`config.mk`:
```
export PLATFORM = sky130hd
export DESIGN_NAME = lsu_mem_flat
export DESIGN_NICKNAME = d
export VERILOG_FILES = /design/src/rtl/lsu_pkg.sv /design/src/rtl/lsu_mem_if.sv /design/src/rtl/lsu_extract.sv /design/src/rtl/lsu_mem.sv /design/src/flat_wrapper.sv
export SDC_FILE = /design/constraint.sdc
export NUM_CORES = 1
export LEC_CHECK = 0
export BUFFER_PORTS_ARGS = -buffer_cell sky130_fd_sc_hd__buf_2
export CAP_MARGIN = 20
export CORE_MARGIN = 2
export CORE_UTILIZATION = 41
export CTS_CLUSTER_DIAMETER = 200
export CTS_CLUSTER_SIZE = 12
export DETAILED_ROUTE_END_ITERATION = 10
export GPL_TIMING_DRIVEN = 1
export PLACE_DENSITY_LB_ADDON = 0.15
export SKIP_CTS_REPAIR_TIMING = 1
export SYNTH_ARGS = -nofsm -noshare
export SYNTH_HDL_FRONTEND = slang
export SYNTH_SLANG_ARGS = --single-unit
```
`constraint.sdc`:
```
create_clock -name clk -period 1.52 [get_ports clk]
set_input_delay 0.152 -clock clk [delete_from_list [all_inputs] [get_ports clk]]
set_output_delay 0.152 -clock clk [all_outputs]
set_load 0.005 [all_outputs]
```
`src/rtl/lsu_pkg.sv`:
```
// Shared definitions for the lsu_mem load/store unit: access-op codes,
// FSM state encoding and small op-decoding helpers.
package lsu_pkg;

  localparam logic [2:0] LB  = 3'b000;
  localparam logic [2:0] LH  = 3'b001;
  localparam logic [2:0] LW  = 3'b010;
  localparam logic [2:0] LBU = 3'b100;
  localparam logic [2:0] LHU = 3'b101;

  typedef enum logic [1:0] {
    IDLE = 2'b00,
    WAIT = 2'b01,
    RESP = 2'b10
  } state_e;

  // Byte count handed to the memory write port; 0 marks an illegal op.
  function automatic logic [3:0] store_len(input logic [2:0] ctr);
    case (ctr)
      LB, LBU: store_len = 4'd1;
      LH, LHU: store_len = 4'd2;
      LW:      store_len = 4'd4;
      default: store_len = 4'd0;
    endcase
  endfunction

  function automatic logic op_legal(input logic [2:0] ctr);
    op_legal = (store_len(ctr) != 4'd0);
  endfunction

  function automatic logic op_misaligned(input logic [2:0] ctr, input logic [1:0] off);
    case (ctr)
      LH, LHU: op_misaligned = off[0];
      LW:      op_misaligned = (off != 2'b00);
      default: op_misaligned = 1'b0;
    endcase
  endfunction

  // Low address bits with the offending bits of a misaligned access cleared.
  function automatic logic [1:0] align_off(input logic [2:0] ctr, input logic [1:0] off);
    case (ctr)
      LH, LHU: align_off = {off[1], 1'b0};
      LW:      align_off = 2'b00;
      default: align_off = off;
    endcase
  endfunction

endpackage

```
`src/rtl/lsu_mem_if.sv`:
```
// Request/response handshake bundle between the core memory stage and lsu_mem.
interface lsu_mem_if #(
  parameter int ADDR_W = 32
);
  logic              req_valid;
  logic              req_ready;
  logic              req_we;
  logic [2:0]        req_ctr;
  logic [ADDR_W-1:0] req_addr;
  logic [31:0]       req_wd;
  logic              resp_valid;
  logic              resp_ready;
  logic [31:0]       resp_rd;
  logic              resp_err;

  modport master (
    output req_valid, req_we, req_ctr, req_addr, req_wd, resp_ready,
    input  req_ready, resp_valid, resp_rd, resp_err
  );

  modport slave (
    input  req_valid, req_we, req_ctr, req_addr, req_wd, resp_ready,
    output req_ready, resp_valid, resp_rd, resp_err
  );
endinterface

```
`src/rtl/lsu_extract.sv`:
```
// Selects the addressed byte/halfword lane of a memory word and extends it.
module lsu_extract
  import lsu_pkg::*;
(
  input  logic [31:0] word,
  input  logic [1:0]  off,
  input  logic [2:0]  ctr,
  output logic [31:0] rd
);

  logic [7:0]  byte_s;
  logic [15:0] half_s;

  // Lane select followed by sign/zero extension per op.
  always_comb begin
    byte_s = word[{off, 3'b000} +: 8];
    half_s = off[1] ? word[31:16] : word[15:0];
    rd     = 32'd0;
    case (ctr)
      LB:      rd = {{24{byte_s[7]}}, byte_s};
      LBU:     rd = {24'd0, byte_s};
      LH:      rd = {{16{half_s[15]}}, half_s};
      LHU:     rd = {16'd0, half_s};
      LW:      rd = word;
      default: rd = 32'd0;
    endcase
  end

endmodule

```
`src/rtl/lsu_mem.sv`:
```
// Data-memory load/store unit: one transaction in flight, fixed access
// latency, byte-lane extraction and misaligned/illegal-op error responses.
module lsu_mem
  import lsu_pkg::*;
#(
  parameter int ADDR_W      = 32,
  parameter int LAT         = 1,
  parameter int CHECK_ALIGN = 1
) (
  input  logic        clk,
  input  logic        rst_n,
  lsu_mem_if.slave    bus,
  output logic        pmem_re,
  output logic [31:0] pmem_raddr,
  input  logic [31:0] pmem_rdata,
  output logic        pmem_we,
  output logic [31:0] pmem_waddr,
  output logic [31:0] pmem_wdata,
  output logic [3:0]  pmem_len
);

  localparam logic [3:0] CNT_INIT = 4'(LAT - 1);

  state_e            state_r, state_n;
  logic [3:0]        cnt_r, cnt_n;
  logic              we_r;
  logic [2:0]        ctr_r;
  logic [ADDR_W-1:0] addr_r;
  logic [31:0]       wd_r;
  logic              req_ready_r;
  logic              resp_valid_r;
  logic              resp_err_r;
  logic [31:0]       resp_rd_r;
  logic              accept_s;
  logic              bad_s;
  logic              access_s;
  logic [31:0]       load_rd_s;

  assign bad_s = !op_legal(bus.req_ctr) ||
                 ((CHECK_ALIGN != 0) && op_misaligned(bus.req_ctr, bus.req_addr[1:0]));

  assign access_s = (state_r == WAIT) && (cnt_r == 4'd0);

  // Next-state and counter logic.
  always_comb begin
    state_n  = state_r;
    cnt_n    = cnt_r;
    accept_s = 1'b0;
    case (state_r)
      IDLE: begin
        if (bus.req_valid) begin
          accept_s = 1'b1;
          if (bad_s) begin
            state_n = RESP;
          end else begin
            state_n = WAIT;
            cnt_n   = CNT_INIT;
          end
        end else begin
          state_n = IDLE;
        end
      end
      WAIT: begin
        if (cnt_r == 4'd0) begin
          state_n = RESP;
        end else begin
          cnt_n = cnt_r - 4'd1;
        end
      end
      RESP: begin
        if (bus.resp_ready) begin
          state_n = IDLE;
        end else begin
          state_n = RESP;
        end
      end
      default: state_n = IDLE;
    endcase
  end

  // State, captured request and registered response.
  always_ff @(posedge clk) begin
    if (!rst_n) begin
      state_r      <= IDLE;
      cnt_r        <= 4'd0;
      we_r         <= 1'b0;
      ctr_r        <= LB;
      addr_r       <= '0;
      wd_r         <= 32'd0;
      req_ready_r  <= 1'b1;
      resp_valid_r <= 1'b0;
      resp_err_r   <= 1'b0;
      resp_rd_r    <= 32'd0;
    end else begin
      state_r     <= state_n;
      cnt_r       <= cnt_n;
      req_ready_r <= (state_n == IDLE);
      if (accept_s) begin
        we_r   <= bus.req_we;
        ctr_r  <= bus.req_ctr;
        addr_r <= {bus.req_addr[ADDR_W-1:2], align_off(bus.req_ctr, bus.req_addr[1:0])};
        wd_r   <= bus.req_wd;
      end
      if (accept_s && bad_s) begin
        resp_valid_r <= 1'b1;
        resp_err_r   <= 1'b1;
        resp_rd_r    <= 32'd0;
      end else if (access_s) begin
        resp_valid_r <= 1'b1;
        resp_err_r   <= 1'b0;
        resp_rd_r    <= we_r ? 32'd0 : load_rd_s;
      end else if ((state_r == RESP) && bus.resp_ready) begin
        resp_valid_r <= 1'b0;
        resp_err_r   <= 1'b0;
        resp_rd_r    <= 32'd0;
      end
    end
  end

  lsu_extract u_extract (
    .word (pmem_rdata),
    .off  (addr_r[1:0]),
    .ctr  (ctr_r),
    .rd   (load_rd_s)
  );

  // Strobes are masked by rst_n so an access edge coinciding with reset is dropped.
  assign pmem_re    = access_s && !we_r && rst_n;
  assign pmem_raddr = {addr_r[31:2], 2'b00};
  assign pmem_we    = access_s && we_r && rst_n;
  assign pmem_waddr = addr_r[31:0];
  assign pmem_wdata = wd_r;
  assign pmem_len   = store_len(ctr_r);

  assign bus.req_ready  = req_ready_r;
  assign bus.resp_valid = resp_valid_r;
  assign bus.resp_err   = resp_err_r;
  assign bus.resp_rd    = resp_rd_r;

endmodule

```
`src/flat_wrapper.sv`:
```
// flat-port wrapper written by rule: the top's interface ports become plain ports
module lsu_mem_flat import lsu_pkg::*;
#(
  parameter int ADDR_W      = 32,
  parameter int LAT         = 1,
  parameter int CHECK_ALIGN = 1
)
  (clk, rst_n, pmem_re, pmem_raddr, pmem_rdata, pmem_we, pmem_waddr, pmem_wdata, pmem_len, bus_req_valid, bus_req_we, bus_req_ctr, bus_req_addr, bus_req_wd, bus_resp_ready, bus_req_ready, bus_resp_valid, bus_resp_rd, bus_resp_err);
  lsu_mem_if #(.ADDR_W(ADDR_W)) bus_i ();
  input  logic clk;
  input  logic rst_n;
  output logic pmem_re;
  output logic [31:0] pmem_raddr;
  input  logic [31:0] pmem_rdata;
  output logic pmem_we;
  output logic [31:0] pmem_waddr;
  output logic [31:0] pmem_wdata;
  output logic [3:0] pmem_len;
  input wire logic [$bits(bus_i.req_valid)-1:0] bus_req_valid;
  input wire logic [$bits(bus_i.req_we)-1:0] bus_req_we;
  input wire logic [$bits(bus_i.req_ctr)-1:0] bus_req_ctr;
  input wire logic [$bits(bus_i.req_addr)-1:0] bus_req_addr;
  input wire logic [$bits(bus_i.req_wd)-1:0] bus_req_wd;
  input wire logic [$bits(bus_i.resp_ready)-1:0] bus_resp_ready;
  output wire logic [$bits(bus_i.req_ready)-1:0] bus_req_ready;
  output wire logic [$bits(bus_i.resp_valid)-1:0] bus_resp_valid;
  output wire logic [$bits(bus_i.resp_rd)-1:0] bus_resp_rd;
  output wire logic [$bits(bus_i.resp_err)-1:0] bus_resp_err;
  assign bus_i.req_valid = bus_req_valid;
  assign bus_i.req_we = bus_req_we;
  assign bus_i.req_ctr = bus_req_ctr;
  assign bus_i.req_addr = bus_req_addr;
  assign bus_i.req_wd = bus_req_wd;
  assign bus_i.resp_ready = bus_resp_ready;
  assign bus_req_ready = bus_i.req_ready;
  assign bus_resp_valid = bus_i.resp_valid;
  assign bus_resp_rd = bus_i.resp_rd;
  assign bus_resp_err = bus_i.resp_err;
  lsu_mem #(.ADDR_W(ADDR_W), .LAT(LAT), .CHECK_ALIGN(CHECK_ALIGN)) u_core (.clk(clk), .rst_n(rst_n), .bus(bus_i), .pmem_re(pmem_re), .pmem_raddr(pmem_raddr), .pmem_rdata(pmem_rdata), .pmem_we(pmem_we), .pmem_waddr(pmem_waddr), .pmem_wdata(pmem_wdata), .pmem_len(pmem_len));
endmodule
```
## After elaboration in Yosys (flattened, before gate mapping)

Index checks and enable logic that the tools add are counted.

| storage, ports and cells | value |
|---|---|
| register bits after elaboration | 109 |
| input port bits | 104 |
| output and inout port bits | 137 |
| word-level logic and storage cells | 77 |

| cells by class | value |
|---|---|
| add/subtract/negate cells | 1 |
| eq/ne operators | 13 |
| shift-type cells | 1 |
| muxes and demuxes | 25 |
| bitwise logic cells | 1 |
| reductions and logical operators | 26 |

Operators by type and width:

| operator | number |
|---|---|
| 32-bit case mux with 5 select lines | 1 |
| 32-bit two-way mux | 3 |
| 32-bit by 6-bit variable part select with 8-bit output | 1 |
| 3-bit case mux with 3 select lines | 2 |
| 16-bit two-way mux | 1 |
| 3-bit equality test (second input constant) | 4 |
| 4-bit two-way mux | 3 |
| 2-bit OR reduction | 5 |
| 2-bit two-way mux | 4 |
| 4-bit case mux with 2 select lines | 1 |
| 1-bit logical AND | 7 |
| 1-bit two-way mux | 7 |
| 3-bit by 1-bit equality test with 1-bit output (second input constant) | 2 |
| 3-bit by 2-bit equality test with 1-bit output (second input constant) | 2 |
| 3-bit logical NOT | 2 |
| 2-bit inequality test (second input constant) | 3 |
| 2-bit case mux with 3 select lines | 1 |
| 2-bit nonzero test | 3 |
| 2-bit logical NOT | 2 |
| 4-bit logical NOT | 1 |
| 2-bit case mux with 2 select lines | 1 |
| 4-bit AND reduction | 1 |
| 4-bit nonzero test | 1 |
| 4-bit by 1-bit subtractor with 4-bit output (second input constant) | 1 |
| 7 further kinds | 8 |

## Longest topological paths before layout

| depth | value |
|---|---|
| depth after elaboration | 10 |
| gate-level depth with buffers | 8 |
| gate-level depth less buffers | 6 |

## Modules after synthesis

From an unflattened synthesis, not the netlist that was laid out.

| second synthesis, totals | value |
|---|---|
| cell total of the unflattened synthesis | 649 |
| area, all modules | 5361.4 µm² |

By module, submodules not included:

| module | instances | cells an instance | area an instance (µm²) | sequential area each (µm²) |
|---|---|---|---|---|
| lsu_mem | 1 | 540 | 4549.4 | 2182.1 |
| lsu_extract | 1 | 109 | 812.0 | 0.0 |

## Least setup slack after synthesis

Ideal clock, no wire load.

| timing | value |
|---|---|
| path kind | flip-flop to flip-flop |
| from | register u_core.cnt_r[0] |
| to | register u_core.resp_rd_r[15], in the netlist u_core.bus.resp_rd[15] |
| library setup time | 0.121 ns |
| arrival | 1.544 ns |
| required time | 1.399 ns |
| path slack | -0.145 ns |
| stages on the path, launching flop included | 9 |
| buffers on the path | 2 |
| clock period less this slack | 1.665 ns |
| cell sequence | dfxtp_1 -> inv_1 -> ha_1 -> or3b_1 -> buf_2 -> nor2_1 -> nor3_2 -> buf_6 -> o2bb2ai_1 |

| between the ends | value |
|---|---|
| cells in the longest elaborated chain, start to end | 3 |
| elaborated cells on any way between the ends | 4 |
| classes of those cells | mux: 1; reduce/logical: 3 |

RTL lines:

| element | RTL line | text |
|---|---|---|
| start, declared | lsu_mem.sv:25 | `logic [3:0] cnt_r, cnt_n;` |
| start signal, assigned | lsu_mem.sv:96 | `cnt_r <= cnt_n;` |
| 4-bit logical NOT * | lsu_mem.sv:42 | `assign access_s = (state_r == WAIT) && (cnt_r == 4'd0);` |
| 1-bit logical AND * | lsu_mem.sv:42 |  |
| 32-bit two-way mux / 2-bit nonzero test (equally long branches) | - |  |
| end signal, assigned | lsu_mem.sv:111 | `resp_rd_r <= we_r ? 32'd0 : load_rd_s;` |
| end, declared | lsu_mem.sv:33 | `logic [31:0] resp_rd_r;` |

Mark *: on every way between the ends. The rest lies on a longest branch, timed or not.
A chain may end at the register's enable or synchronous reset.

## Worst setup path in the final report

| timing | value |
|---|---|
| from | register u_core.cnt_r[0] |
| to | output port pmem_we |

| between the ends | value |
|---|---|
| cells in the longest elaborated chain, start to end | 4 |

RTL lines:

| element | RTL line | text |
|---|---|---|
| 4-bit logical NOT | lsu_mem.sv:42 |  |
| 1-bit logical AND | lsu_mem.sv:42 |  |
| 1-bit logical AND (2 in series) | lsu_mem.sv:130 | `assign pmem_we = access_s && we_r && rst_n;` |
| end, declared | flat_wrapper.sv:15 | `output logic pmem_we;` |

No other way between the ends.

==> metrics.txt <==
outcome complete, but fails checks; failing checks negative setup slack; average size of a mapped cell 8.636 um^2; critical path arrival 1.79 ns; Combinational Power Share approximately a fifth; number of setup violations in the final report 36; layout overhead on the synthesized area 39.84%; largest fanout of any net on the critical path 3; gr ovfl total 0; dominant cells by area after synthesis dfxtp_1, nand2_1, a21oi_1, o2bb2ai_1, buf_4; number of CTS-inserted buffers 9; Antenna Diode Count 0; number of synthesized flops with an enable pin 0; synthesized-area fraction occupied by xor and xnor cells less than 1%; post-route cell area around 6500 um^2; max_slew headroom 50.18%; leakage power 3.090 nW; element type at the critical path end output port; overall fraction of global-route tracks in use roughly 20%; final weighted congestion in routability-driven placement approximately 0.85; number of global-route vias before repair 4247; Final period util 128.0%; share of synthesized area occupied by flip-flops and latches 46.79%; post-synthesis compound-gate area fraction 20.98%; initial cell density of the core a little over two fifths; combined area of all synthesized cells 4663 um^2; height of the die 110.6 um; setup slack of the critical path after layout -0.4259 ns; sequential standard cell area 2190 um^2; non-filler instance count after layout 898; Max Freq 0.5139 GHz; core area 10980 um^2; TritonCTS clock tree yes; global-route wire length before repair 20870 um; clock transition at the registers of the reported paths 0.07 ns; antenna viol nets, final 0; Port Buffer Count 237; Max Cap Violations 0; RSZ-0062 raised after global routing true; I/O Pins approximately 240; cell type contributing the most total cell area after synthesis dfxtp_1; Clock power frac around 33%; startpoint type of the worst setup path flip-flop; clock root buffer clkbuf_16; detailed-routing iteration count for the pre-antenna-repair pass 4; initial antenna violation count 1; async set-reset flop share out of synthesis 0%; power per unit of standard cell area 1023 nW/um^2; Die X-Extent 110.6 um; instance count along the most critical hold path 3; final routed wirelength across all metal layers 13680 um; Rows 38; detailed-route via count 4609; detailed router's first-iteration violation count roughly 250; filler cell count in the final layout 1014; primary flip-flop cell chosen by synthesis mapping dfxtp_1; Worst Path Class, Setup flip-flop to output port; synthesized-area fraction occupied by adder cells less than 1%; net switching component of the power 1.859 mW; multiplexer share of the synthesized area under 10%; worst reg-to-reg path cell count 8; number of clock sinks seen by CTS 109; distinct cell type count after synthesis 46; maximum number of pins on one net before global-route repair 72; number of hold violations in the final report 0; fraction of layout cells with a size suffix above 1 45.51%; post-placement cell count 873; worst-case vdd ir drop 0.5356 mV; share of the synthesized area in the top cell type a little under half; Data required, critical path approximately 1.4 ns; post-route setup TNS -9.925 ns; proportion of power drawn by flip-flops and latches 46.9%; average via count per standard cell 5.133; dominant combinational cell family by area after synthesis compound AO/OA/AOI/OAI gates; Yosys warning total 0; routed length per instance 15.23 um; max-slew violation count 0; area occupied by multi-input gates ~2300 um^2; Fin Clk Skew 0.007065 ns; synthesized-area fraction occupied by and/or/nand/nor cells 17.68%; proportion of total power due to net switching 27.87%; maximum root-to-sink buffer count 2; post-synthesis sequential element count ~110; Final Net Count 859; total die area 12240 um^2; detailed placement HPWL between 9000 and 10000 um; Worst-Margin Slew about 0.75 ns; Gate Count Post-Synth 540; classification of the worst-slack hold path input port to flip-flop; min Tclk post-route 1.946 ns; internal power consumption 4.811 mW; cell area after placement slightly below 6000 um^2; DRC Markers 0; clk_lat worst skew 0.34 ns; H-tree levels 3; overall power of the completed layout 6.670 mW
layout make-up:
cell class | instances | share of cell area (%)
clock inverter | 5 | 0.3837
multi-input combinational | 353 | 34.77
timing repair buffer | 273 | 24.31
clock buffer | 11 | 3.876
inverter | 7 | 0.4029
sequential | 109 | 33.58
tap | 140 | 2.686
final timing paths:
check / startpoint / end / slack [ns]
min: bus_req_wd[9] / u_core.pmem_wdata[9] / 0.04
max reg2reg: u_core.cnt_r[0] / u_core.bus.resp_rd[31] / -0.32
max: u_core.cnt_r[0] / pmem_we / -0.43
min reg2reg: u_core.pmem_wdata[21] / u_core.pmem_wdata[21] / 0.45
routing by layer:
layer	wire length (um)	vias to the layer above	track usage (%)
met4	301	2	6.167
met5	7	-	0
met1	5572	2153	24.38
met3	988	27	5.982
met2	6809	173	35.62
li1	-	2254	-
through the flow:
step / util (%) / worst slack (ns) / hold slack, ns
after floorplan: - / -0.09540 / 0.2139
after global placement: 52.95 / -0.1261 / 0.3919
after detailed placement: 52.95 / -0.2007 / 0.3976
after CTS: 55.48 / -0.5518 / 0.03348
after global routing: 59.38 / -0.4938 / 0.03902
final: 59.38 / -0.4259 / 0.04069
synth_stat cells (all sizes together), types with 3 or more instances:
master	number
a21oi	74
a221oi	16
a22oi	16
buf	54
clkbuf	19
dfxtp	109
inv	7
mux2	3
mux2i	7
nand2	143
nand2b	3
nand3	7
nor2	16
nor2b	4
nor3	3
o2bb2ai	32
or3b	3
critical path, stage by stage, from the launching register on:
cell and delay (ns):
dfxtp_2 0.33, inv_2 0.06, ha_1 0.14, or3b_4 0.42, nor2_4 0.14, buf_6 0.11
and3_1 0.15, buf_2 0.11
power groups by stage:
stage	clock network, mW	logic [mW]	registers (mW)
2_1_floorplan	0	0.726	3.20
3_3_place_gp	0	1.19	3.18
3_5_place_dp	0	1.21	3.19
4_1_cts	2.25	1.21	3.13
5_1_grt	2.36	1.46	3.16
6_report	2.21	1.33	3.13
cells by family after synthesis:
kind of cell               count (synthesis)
and+or+nand+nor                          188
muxes                                     11
AOI/OAI and AO/OA                        147
other                                      1
xor gates and xnor gates                   2
adders and majority gates                  2
DFF                                      109
buffers and inverters                     80
flip-flops by register name (all words and copies together) (netlist names):
register               count
u_core.bus.resp_rd        32
u_core.pmem_waddr         32
u_core.pmem_wdata         32
u_core.cnt_r               4
u_core.ctr_r               3
u_core.state_r             2
u_core.bus.req_ready       1
u_core.bus.resp_err        1
u_core.bus.resp_valid      1
u_core.we_r                1
cells in the final DEF (no fill, tap or decap), types with 7 or more instances in the layout:
master,synthesis,routed
nand3_1,7,7
nor2_1,16,15
buf_6,9,7
o2bb2ai_2,0,30
a221oi_1,16,16
dfxtp_1,109,105
a21oi_1,74,74
a22oi_1,16,16
buf_2,11,235
clkbuf_16,0,11
buf_4,33,24
mux2i_1,7,7
nand2_1,142,141
Power figures use the tool's default switching activity.
